--- src/rtl/memory_stage_if.sv ---
// -----------------------------------------------------------------------------
// memory_stage_if
// Data-memory request/ready bus between the memory stage and data memory.
//   dmem_req    master->slave  access request (held until dmem_ready)
//   dmem_we     master->slave  1 = write, 0 = read
//   dmem_addr   master->slave  word-aligned byte address
//   dmem_wdata  master->slave  lane-replicated store data
//   dmem_be     master->slave  byte enables
//   dmem_rdata  slave->master  read data, valid with dmem_ready
//   dmem_ready  slave->master  access completes this cycle
// -----------------------------------------------------------------------------
interface memory_stage_if;
  logic        dmem_req;
  logic        dmem_we;
  logic [31:0] dmem_addr;
  logic [31:0] dmem_wdata;
  logic [3:0]  dmem_be;
  logic [31:0] dmem_rdata;
  logic        dmem_ready;

  modport master (
    output dmem_req, dmem_we, dmem_addr, dmem_wdata, dmem_be,
    input  dmem_rdata, dmem_ready
  );

  modport slave (
    input  dmem_req, dmem_we, dmem_addr, dmem_wdata, dmem_be,
    output dmem_rdata, dmem_ready
  );
endinterface

--- src/rtl/memory_stage.sv ---
// -----------------------------------------------------------------------------
// memory_stage
// RV32I memory-access stage between execute (M signals) and writeback.
// Issues loads/stores on a req/ready bus, stalls the pipe while the access is
// pending, aborts after TIMEOUT_CYCLES, aligns store data / byte enables,
// extends load data and holds the MEM/WB pipeline register.
//
// Ports:
//   clk, rst            clock (rising edge), asynchronous active-low reset
//   RegWriteM..PCPlus4M M-stage control and data inputs
//   bus                 data-memory bus (memory_stage_if.master)
//   stall_mem           hold F/D/E/M this cycle
//   bus_err             one-cycle pulse when an access is aborted
//   RegWriteW..PCPlus4W MEM/WB register outputs
//
// Build option: define MEM_MISALIGN_CHECK_EN to reject misaligned half/word
// accesses (no request, bus_err pulse, write-back suppressed). Without it,
// misaligned accesses are issued with the low address bits ignored as needed.
// -----------------------------------------------------------------------------
module memory_stage #(
  parameter int TIMEOUT_CYCLES = 16,
  parameter int CNT_W          = 5
) (
  input  logic                 clk,
  input  logic                 rst,
  input  logic                 RegWriteM,
  input  logic                 MemReadM,
  input  logic                 MemWriteM,
  input  logic [1:0]           ResultSrcM,
  input  logic [2:0]           funct3M,
  input  logic [4:0]           RdM,
  input  logic [31:0]          ALU_ResultM,
  input  logic [31:0]          WriteDataM,
  input  logic [31:0]          PCPlus4M,
  memory_stage_if.master       bus,
  output logic                 stall_mem,
  output logic                 bus_err,
  output logic                 RegWriteW,
  output logic [1:0]           ResultSrcW,
  output logic [4:0]           RdW,
  output logic [31:0]          ALU_ResultW,
  output logic [31:0]          ReadDataW,
  output logic [31:0]          PCPlus4W
);

  typedef enum logic [0:0] {S_IDLE = 1'b0, S_WAIT = 1'b1} state_t;

  // Access size encoding
  localparam logic [1:0] SZ_BYTE = 2'd0;
  localparam logic [1:0] SZ_HALF = 2'd1;
  localparam logic [1:0] SZ_WORD = 2'd2;

  localparam logic [CNT_W-1:0] LAST_WAIT = CNT_W'(TIMEOUT_CYCLES - 1);

  state_t           state_r, state_s;
  logic [CNT_W-1:0] wcnt_r, wcnt_s;

  logic       mem_op_s;
  logic [1:0] size_s;
  logic [1:0] off_s;
  logic       misalign_s;
  logic       issue_s;
  logic       abort_s;

  // Unsigned-load variants (LBU/LHU) only exist for reads; any other
  // unrecognised funct3 falls back to a full word.
  function automatic logic [1:0] decode_size(input logic is_load, input logic [2:0] f3);
    logic [1:0] sz;
    case (f3)
      3'b000:  sz = SZ_BYTE;
      3'b001:  sz = SZ_HALF;
      3'b100:  sz = is_load ? SZ_BYTE : SZ_WORD;
      3'b101:  sz = is_load ? SZ_HALF : SZ_WORD;
      default: sz = SZ_WORD;
    endcase
    return sz;
  endfunction

  function automatic logic [3:0] lane_be(input logic [1:0] sz, input logic [1:0] a);
    logic [3:0] be;
    case (sz)
      SZ_BYTE: be = 4'b0001 << a;
      SZ_HALF: be = a[1] ? 4'b1100 : 4'b0011;
      default: be = 4'b1111;
    endcase
    return be;
  endfunction

  function automatic logic [31:0] lane_wdata(input logic [1:0] sz, input logic [31:0] d);
    logic [31:0] w;
    case (sz)
      SZ_BYTE: w = {4{d[7:0]}};
      SZ_HALF: w = {2{d[15:0]}};
      default: w = d;
    endcase
    return w;
  endfunction

  function automatic logic [31:0] load_ext(input logic [1:0] sz, input logic uns,
                                           input logic [1:0] a, input logic [31:0] rd);
    logic [7:0]  b;
    logic [15:0] h;
    logic [31:0] r;
    b = rd[8*a +: 8];
    h = a[1] ? rd[31:16] : rd[15:0];
    case (sz)
      SZ_BYTE: r = {{24{b[7] & ~uns}}, b};
      SZ_HALF: r = {{16{h[15] & ~uns}}, h};
      default: r = rd;
    endcase
    return r;
  endfunction

  assign mem_op_s = MemReadM | MemWriteM;
  assign size_s   = decode_size(MemReadM, funct3M);
  assign off_s    = ALU_ResultM[1:0];

`ifdef MEM_MISALIGN_CHECK_EN
  assign misalign_s = mem_op_s & (((size_s == SZ_HALF) & off_s[0]) |
                                  ((size_s == SZ_WORD) & (off_s != 2'b00)));
`else
  assign misalign_s = 1'b0;
`endif

  // Gating with rst makes the request drop as soon as reset asserts.
  assign issue_s   = mem_op_s & ~misalign_s & rst;
  // Counter reaches its last value on the final permitted wait cycle.
  assign abort_s   = issue_s & (state_r == S_WAIT) & ~bus.dmem_ready & (wcnt_r >= LAST_WAIT);
  assign stall_mem = issue_s & ~bus.dmem_ready & ~abort_s;
  assign bus_err   = abort_s | (misalign_s & rst);

  assign bus.dmem_req   = issue_s;
  assign bus.dmem_we    = issue_s & MemWriteM;
  assign bus.dmem_addr  = {ALU_ResultM[31:2], 2'b00};
  assign bus.dmem_be    = issue_s ? lane_be(size_s, off_s) : 4'b0000;
  assign bus.dmem_wdata = lane_wdata(size_s, WriteDataM);

  // FSM state and wait-counter register
  always_ff @(posedge clk or negedge rst) begin
    if (!rst) begin
      state_r <= S_IDLE;
      wcnt_r  <= '0;
    end else begin
      state_r <= state_s;
      wcnt_r  <= wcnt_s;
    end
  end

  // FSM next state and wait-counter update
  always_comb begin
    state_s = state_r;
    wcnt_s  = wcnt_r;
    case (state_r)
      S_IDLE: begin
        if (issue_s && !bus.dmem_ready) begin
          state_s = S_WAIT;
          wcnt_s  = CNT_W'(1);
        end else begin
          state_s = S_IDLE;
          wcnt_s  = '0;
        end
      end
      S_WAIT: begin
        if (!issue_s || bus.dmem_ready || abort_s) begin
          state_s = S_IDLE;
          wcnt_s  = '0;
        end else begin
          state_s = S_WAIT;
          wcnt_s  = wcnt_r + CNT_W'(1);
        end
      end
      default: begin
        state_s = S_IDLE;
        wcnt_s  = '0;
      end
    endcase
  end

  // MEM/WB pipeline register: bubble while stalled, otherwise capture M stage
  always_ff @(posedge clk or negedge rst) begin
    if (!rst) begin
      RegWriteW   <= 1'b0;
      ResultSrcW  <= 2'b00;
      RdW         <= 5'd0;
      ALU_ResultW <= 32'd0;
      ReadDataW   <= 32'd0;
      PCPlus4W    <= 32'd0;
    end else if (stall_mem) begin
      RegWriteW   <= 1'b0;
    end else begin
      // Aborted or rejected accesses retire without writing a register.
      RegWriteW   <= RegWriteM & ~abort_s & ~misalign_s;
      ResultSrcW  <= ResultSrcM;
      RdW         <= RdM;
      ALU_ResultW <= ALU_ResultM;
      ReadDataW   <= (MemReadM & issue_s & bus.dmem_ready)
                     ? load_ext(size_s, funct3M[2], off_s, bus.dmem_rdata) : 32'd0;
      PCPlus4W    <= PCPlus4M;
    end
  end

endmodule
--- src/flat_wrapper.sv ---
// flat-port wrapper written by rule: the top's interface ports become plain ports
module memory_stage_flat 
#(
  parameter int TIMEOUT_CYCLES = 16,
  parameter int CNT_W          = 5
)
  (clk, rst, RegWriteM, MemReadM, MemWriteM, ResultSrcM, funct3M, RdM, ALU_ResultM, WriteDataM, PCPlus4M, stall_mem, bus_err, RegWriteW, ResultSrcW, RdW, ALU_ResultW, ReadDataW, PCPlus4W, bus_dmem_req, bus_dmem_we, bus_dmem_addr, bus_dmem_wdata, bus_dmem_be, bus_dmem_rdata, bus_dmem_ready);
  memory_stage_if bus_i ();
  input  logic clk;
  input  logic rst;
  input  logic RegWriteM;
  input  logic MemReadM;
  input  logic MemWriteM;
  input  logic [1:0] ResultSrcM;
  input  logic [2:0] funct3M;
  input  logic [4:0] RdM;
  input  logic [31:0] ALU_ResultM;
  input  logic [31:0] WriteDataM;
  input  logic [31:0] PCPlus4M;
  output logic stall_mem;
  output logic bus_err;
  output logic RegWriteW;
  output logic [1:0] ResultSrcW;
  output logic [4:0] RdW;
  output logic [31:0] ALU_ResultW;
  output logic [31:0] ReadDataW;
  output logic [31:0] PCPlus4W;
  output wire logic [$bits(bus_i.dmem_req)-1:0] bus_dmem_req;
  output wire logic [$bits(bus_i.dmem_we)-1:0] bus_dmem_we;
  output wire logic [$bits(bus_i.dmem_addr)-1:0] bus_dmem_addr;
  output wire logic [$bits(bus_i.dmem_wdata)-1:0] bus_dmem_wdata;
  output wire logic [$bits(bus_i.dmem_be)-1:0] bus_dmem_be;
  input wire logic [$bits(bus_i.dmem_rdata)-1:0] bus_dmem_rdata;
  input wire logic [$bits(bus_i.dmem_ready)-1:0] bus_dmem_ready;
  assign bus_dmem_req = bus_i.dmem_req;
  assign bus_dmem_we = bus_i.dmem_we;
  assign bus_dmem_addr = bus_i.dmem_addr;
  assign bus_dmem_wdata = bus_i.dmem_wdata;
  assign bus_dmem_be = bus_i.dmem_be;
  assign bus_i.dmem_rdata = bus_dmem_rdata;
  assign bus_i.dmem_ready = bus_dmem_ready;
  memory_stage #(.TIMEOUT_CYCLES(TIMEOUT_CYCLES), .CNT_W(CNT_W)) u_core (.clk(clk), .rst(rst), .RegWriteM(RegWriteM), .MemReadM(MemReadM), .MemWriteM(MemWriteM), .ResultSrcM(ResultSrcM), .funct3M(funct3M), .RdM(RdM), .ALU_ResultM(ALU_ResultM), .WriteDataM(WriteDataM), .PCPlus4M(PCPlus4M), .bus(bus_i), .stall_mem(stall_mem), .bus_err(bus_err), .RegWriteW(RegWriteW), .ResultSrcW(ResultSrcW), .RdW(RdW), .ALU_ResultW(ALU_ResultW), .ReadDataW(ReadDataW), .PCPlus4W(PCPlus4W));
endmodule
--- config.mk ---
export PLATFORM = sky130hd
export DESIGN_NAME = memory_stage_flat
export DESIGN_NICKNAME = d
export VERILOG_FILES = /design/src/rtl/memory_stage_if.sv /design/src/rtl/memory_stage.sv /design/src/flat_wrapper.sv
export SDC_FILE = /design/constraint.sdc
export NUM_CORES = 1
export LEC_CHECK = 0
export ABC_AREA = 1
export CAP_MARGIN = 25
export CORE_AREA = 2 2 125 127
export CTS_CLUSTER_DIAMETER = 100
export CTS_CLUSTER_SIZE = 20
export DETAILED_ROUTE_END_ITERATION = 10
export DIE_AREA = 0 0 127 129
export DONT_BUFFER_PORTS = 1
export GPL_TIMING_DRIVEN = 0
export PLACE_DENSITY_LB_ADDON = 0.2
export SYNTH_ARGS = -nofsm -noshare
export SYNTH_HDL_FRONTEND = slang
export SYNTH_SLANG_ARGS = --single-unit
export TNS_END_PERCENT = 50
--- constraint.sdc ---
create_clock -name clk -period 2.29 [get_ports clk]
set_input_delay 0.229 -clock clk [delete_from_list [all_inputs] [get_ports clk]]
set_output_delay 0.229 -clock clk [all_outputs]
set_load 0.02 [all_outputs]
==> metrics, run 1 <==
net switching fraction of the power a little under a third; type of the tightest min-delay check in -> async; Seq pwr share 50.7%; Required @ worst endpoint 2060 ps; fraction of power consumed by combinational cells 15.3%; DR iter-0 viols ~220; final setup fails 0; NumNets Final roughly 970; Slew Viols, Final 0; die width 127 um; post-DR wirelength/cell 17.1 um; critical path's slowest cell dfrtp_1; antenna-violating nets left 0; Simple-Gate Fraction of Synth Area 31.6%; Hold WS -436 ps; proportion of synthesized area in mux cells 0%; RSZ-0062 raised after global routing false; largest net degree at the start of global routing 113; I/O pins 320; final core occ 45.8%; total congestion overflow 0; status complete, but fails checks; Synth top area share approximately 49%; critical path arrival 1920 ps; core region area 15000 sq um; via count 4964; Post-synth ARST share 100%; Commonest cells post-synth 384 x nand2_1, 110 x dfrtp_1, 41 x buf_4; crit-path max FO 10; Most used DFF post-synth dfrtp_1; CP max stage delay 410 ps; Achievable Freq 0.466 GHz; clock-pin slew of the registers on the worst-case setup and hold paths 80 ps; Synth area leader dfrtp_1; routability cong. 0.811; port bufs 0; Netlist cell types 26; non-filler cells, final 1015; Synth Cell Area 5650 sq um; Power, Total around 4.6 mW; clock power share 34.0%; num rows 45; fin crit period 2150 ps; crit-path leading delay family simple AND/OR/NAND/NOR gates; Total GRT Usage 20.5%; Max-Slew Margin vs Limit 50.5%; max-cap violations 0; Yosys Warn Count 0; CTS max path bufs 2; Pint 3.20 mW; P per Cell Area 673 nW/um^2; compound-cell area share of the yosys netlist 7.04%; setup_tns 0 ps; Pre-antenna DRT Iters 5; crit start category flip-flop; Psw between 1 and 1.5 mW; Critical Path Source u_core.wcnt_r[0]; Mean Syn Cell Area about 7.6 sq um; Buf/Inv on CP 2; largest family of logic cells by synthesized area simple AND/OR/NAND/NOR gates; Worst R2R Path Depth 14; worst slew pin tran 734 ps; critical path depth 10; sequential cell area fraction in the yosys report about half; area grow syn2layout 21.5%; reg2reg start u_core.wcnt_r[0]; Post-synth EDFFs 0; flops & latches, synth 110; # clock sinks 110; CTS Buf Count 9; Setup crit end kind output port; CTS HTree Levels 3; P_leak 3.66 nW; adder-cell share of the synthesized area 0.443%; Period Utilization, post-route ~94%; layout cells sized above 1 12.5%; global-route wire length before repair 26300 um; HPWL Detailed 12700 um; synthesized instance count approximately 750; Total Wirelength 17300 um; Via density 4.89; violated checks negative hold slack; Initial Util 37.7%; clock skew 7.99 ps; DRC 0; later-pin clock latency in the skew report approximately 350 ps; ANT cells 0; Placed Instances 934; number of global-route vias before repair 4873; most common cell in the netlist nand2_1; Die Span Y 129 um; Root Driver clkbuf_16; Synth area leaders dfrtp_1 49%, nand2_1 26%, buf_4 5.4%, inv_1 2.6%, nor2_1 2.5%; Max VDD drop ~340 uV; CTS tree yes; worst-path cell chain ha_1 -> nand2_1 -> nor2_1 -> ha_1 -> nor2_1 -> o21ai_2 -> nand3_2 -> nand2_8 -> inv_8 -> buf_12; Crit Path Class reg -> out; Synth Area in XOR/XNOR 0%; die area 16400 sq um; Hold Fails Final Rpt 110; antenna violations before repair 0
## metrics by stage
step	instance area (sq um)	worst slack [ps]
after global placement	5890	200
after global routing	6860	22.9
after detailed placement	5890	104
after CTS	6800	23.0
final	6860	144
after floorplan	5650	545
## cells by family (layout without fill, tap and decap cells)
family	Yosys count	count (layout)
adder cells (fa/ha/maj)	2	2
other	1	2
flip-flops	110	110
buffers and inverters	121	202
AND/OR/NAND/NOR	449	449
AO/OA/AOI/OAI	62	62
## power groups by stage
stage | Clock [mW] | Sequential (mW) | Combinational (mW)
after floorplan | 0 | 2.34 | 0.505
after global placement | 0 | 2.38 | 0.595
after detailed placement | 0 | 2.38 | 0.607
after CTS | 1.62 | 2.34 | 0.697
after global routing | 1.69 | 2.35 | 0.782
final | 1.57 | 2.34 | 0.707
## sequential cells by signal, indices dropped and copies added, names as in the netlist
signal              flops
u_core.state_r          1
u_core.ReadDataW       32
u_core.RegWriteW        1
u_core.RdW              5
u_core.wcnt_r           5
u_core.PCPlus4W        32
u_core.ALU_ResultW     32
u_core.ResultSrcW       2
## area by class of cell
type                       count  area (sq um)
clock inverter                 7          72.6
buffer                        77           538
clock buffer                   9           225
inverter                      44           173
timing repair buffer          65           641
sequential                   110          2750
tap                          188           235
fill                        1472          8110
multi-input combinational    515          2230
## what timing repair did
item	CTS	global route
buffers inserted	0	4
hold buffers	60	1
resized for setup	4	5
endpoints found under the hold margin	170	111
endpoints found under the setup margin	1	1
pin swaps	0	1
## worst paths after layout
| kind | to | slack (ps) |
|---|---|---|
| setup reg to reg | u_core.ALU_ResultW[9] | 190 |
| max in group asynchronous | u_core.ReadDataW[7] | 2530 |
| setup / recovery | stall_mem | 140 |
| min in group clk | u_core.ALU_ResultW[6] | 10 |
| hold / removal | u_core.PCPlus4W[8] | -440 |
| hold reg to reg | u_core.wcnt_r[3] | 540 |
## cells in the final DEF, fill, tap and decap left out, drive strengths merged, types with 2 or more instances in the layout
cell         count
o211ai          13
ha               2
nand3           19
dfrtp          110
inv             45
nor2            40
a21oi           21
o21ai           19
o22ai            8
conb             2
clkbuf          26
nand2          388
clkinv           4
buf             64
dlygate4sd3     61
## routing by layer
layer / GRT usage (%) / vias to the layer above / wire, um
met5: 0 / - / 0
met2: 34.7 / 211 / 8510
met1: 25.2 / 2328 / 7060
li1: - / 2407 / -
met3: 6.28 / 18 / 1530
met4: 6.53 / 0 / 252
(Power assumes the default switching activity.)
==> inputs of run 2 (changes only) <==
CAP_MARGIN = 20   (was 25)
CORE_AREA = 4 4 123 125   (was 2 2 125 127)
==> metrics, run 2 (synthesized netlist as in run 1, its figures left out) <==
max-cap violations 0; Die Span Y between 100 and 150 um; fin crit period ~2200 ps; CTS tree yes; biggest regs u_core.ALU_ResultW x32, u_core.PCPlus4W x32, u_core.ReadDataW x32; Most Crowded Layer GR met2; type of the tightest min-delay check in -> async; P per Cell Area 683 nW/um^2; P_leak 3.63 nW; net switching fraction of the power 31.1%; antenna-violating nets left 0; Via density 5.04; crit-path max FO 10; worst-path cell chain ha_1 -> nand2_1 -> nor2_1 -> ha_1 -> nor2_1 -> o21ai_2 -> nand3_2 -> nand2_8 -> inv_6 -> buf_12; Psw 1.44 mW; routability cong. 0.854; clock skew 14.4 ps; DR iter-0 viols 322; Hold WS -436 ps; cts hold-fix bufs between 50 and 60; number of global-route vias before repair 4996; grt met1 use between 20% and 30%; Max-Slew Margin vs Limit 44.9%; Required @ worst endpoint roughly 2100 ps; setup_tns 0 ps; I/O pins 320; largest net degree at the start of global routing 113; Initial Util 40.7%; die width 127 um; Buf/Inv on CP 2; routing usage on met2 33.8%; commonest non-fill, non-tap cell in the layout nand2_1; ANT cells 0; clock-pin slew of the registers on the worst-case setup and hold paths 80 ps; CTS max path bufs 2; Seq pwr share approximately half; clock power share between 30% and 40%; later-pin clock latency in the skew report approximately 350 ps; Total GRT Usage ~21%; global-route wire length before repair 26900 um; layout cells sized above 1 12.1%; NumNets Final 961; Pre-antenna DRT Iters 6; status complete, but fails checks; fraction of power consumed by combinational cells roughly 15%; Period Utilization, post-route between 90 and 100%; Power, Total 4.64 mW; final setup fails 0; Sequential Area approximately 2800 sq um; commonest cells after routing, fill and taps aside 384 x nand2_1, 110 x dfrtp_1, 58 x dlygate4sd3_1; Root Driver clkbuf_16; CTS Buf Count 9; Fillers 1356; Slew Viols, Final 0; total congestion overflow 0; M3 GR Usage between 7 and 8%; crit start category flip-flop; post-DR wirelength/cell 17.8 um; antenna violations before repair 0; port bufs 0; Total Wirelength around 18000 um; area grow syn2layout 20.3%; num rows 43; post-CTS setup buffers 0; Crit Path Class reg -> out; violated checks negative hold slack; Achievable Freq approximately 0.46 GHz; CP max stage delay 400 ps; critical path's slowest cell dfrtp_1; # clock sinks 110; critical path arrival 1940 ps; via count a little over 5000; Setup crit end kind output port; CTS HTree Levels 3; worst slew pin tran 817 ps; Pint ~3.2 mW; HPWL Detailed 13300 um; DRC 0; core region area 13900 sq um; Hold Fails Final Rpt 110; crit-path leading delay family simple AND/OR/NAND/NOR gates; RSZ-0062 raised after global routing false; die area roughly 16000 sq um; multi-input logic area roughly 2200 sq um; Max VDD drop 333 uV
[run 2: cell types whose count changed in the layout (fill, tap and decap cells not counted), sizes merged]
cell and delta:
buf -4, dlygate4sd3 -3, clkinv -1, inv +1
[run 2: final timing paths]
| kind | startpoint | endpoint | slack, ps | depth (start not counted) |
|---|---|---|---|---|
| max | u_core.wcnt_r[0] | stall_mem | 120 | 10 |
| max reg2reg | u_core.wcnt_r[0] | u_core.PCPlus4W[30] | 300 | 11 |
| min in group clk | PCPlus4M[0] | u_core.PCPlus4W[0] | 10 | 2 |
| max in group asynchronous | rst | u_core.ReadDataW[15] | 2570 | 0 |
| min | rst | u_core.PCPlus4W[8] | -440 | 0 |
| min reg2reg | u_core.wcnt_r[0] | u_core.wcnt_r[0] | 500 | 1 |
[run 2: layout make-up]
| cell class | instances | share of cell area, % |
|---|---|---|
| plain buffers | 77 | 7.91 |
| clock buffers | 9 | 3.31 |
| repair buffers | 58 | 8.54 |
| multi-input cells | 515 | 32.8 |
| inverters | 44 | 2.50 |
| flip-flops and latches | 110 | 40.5 |
| well taps | 180 | 3.31 |
| clock inverters | 7 | 1.18 |
[run 2: power groups by stage]
| stage | Clock (mW) | Combinational, mW | Sequential (mW) |
|---|---|---|---|
| floorplan | 0 | 0.505 | 2.34 |
| global placement | 0 | 0.597 | 2.38 |
| detailed placement | 0 | 0.612 | 2.38 |
| CTS | 1.65 | 0.697 | 2.34 |
| global route | 1.72 | 0.773 | 2.36 |
| finish | 1.60 | 0.704 | 2.34 |
[run 2: routing by layer]
layer	share of wire [%]	wire [um]
met1	39	6970
met2	48	8460
met3	11	1920
met4	2.4	427
met5	0	0
[run 2: timing repair]
action | CTS | global route
resized for setup | 4 | 4
endpoints found under the hold margin | 168 | 110
setup endpoints to repair | 1 | 1
[run 2: through the flow]
stage                     hold WS [ps]  setup slack, ps  area [sq um]  util, %  std cells
after floorplan                  -66.6              545          5650        -        746
after global placement           -63.9              138          5880     42.4        926
after detailed placement         -63.7              132          5880     42.4        926
after CTS                         -449             32.1          6780     48.8       1000
after global routing              -451             11.9          6800     49.0       1000
final                             -436              119          6800     49.0       1000
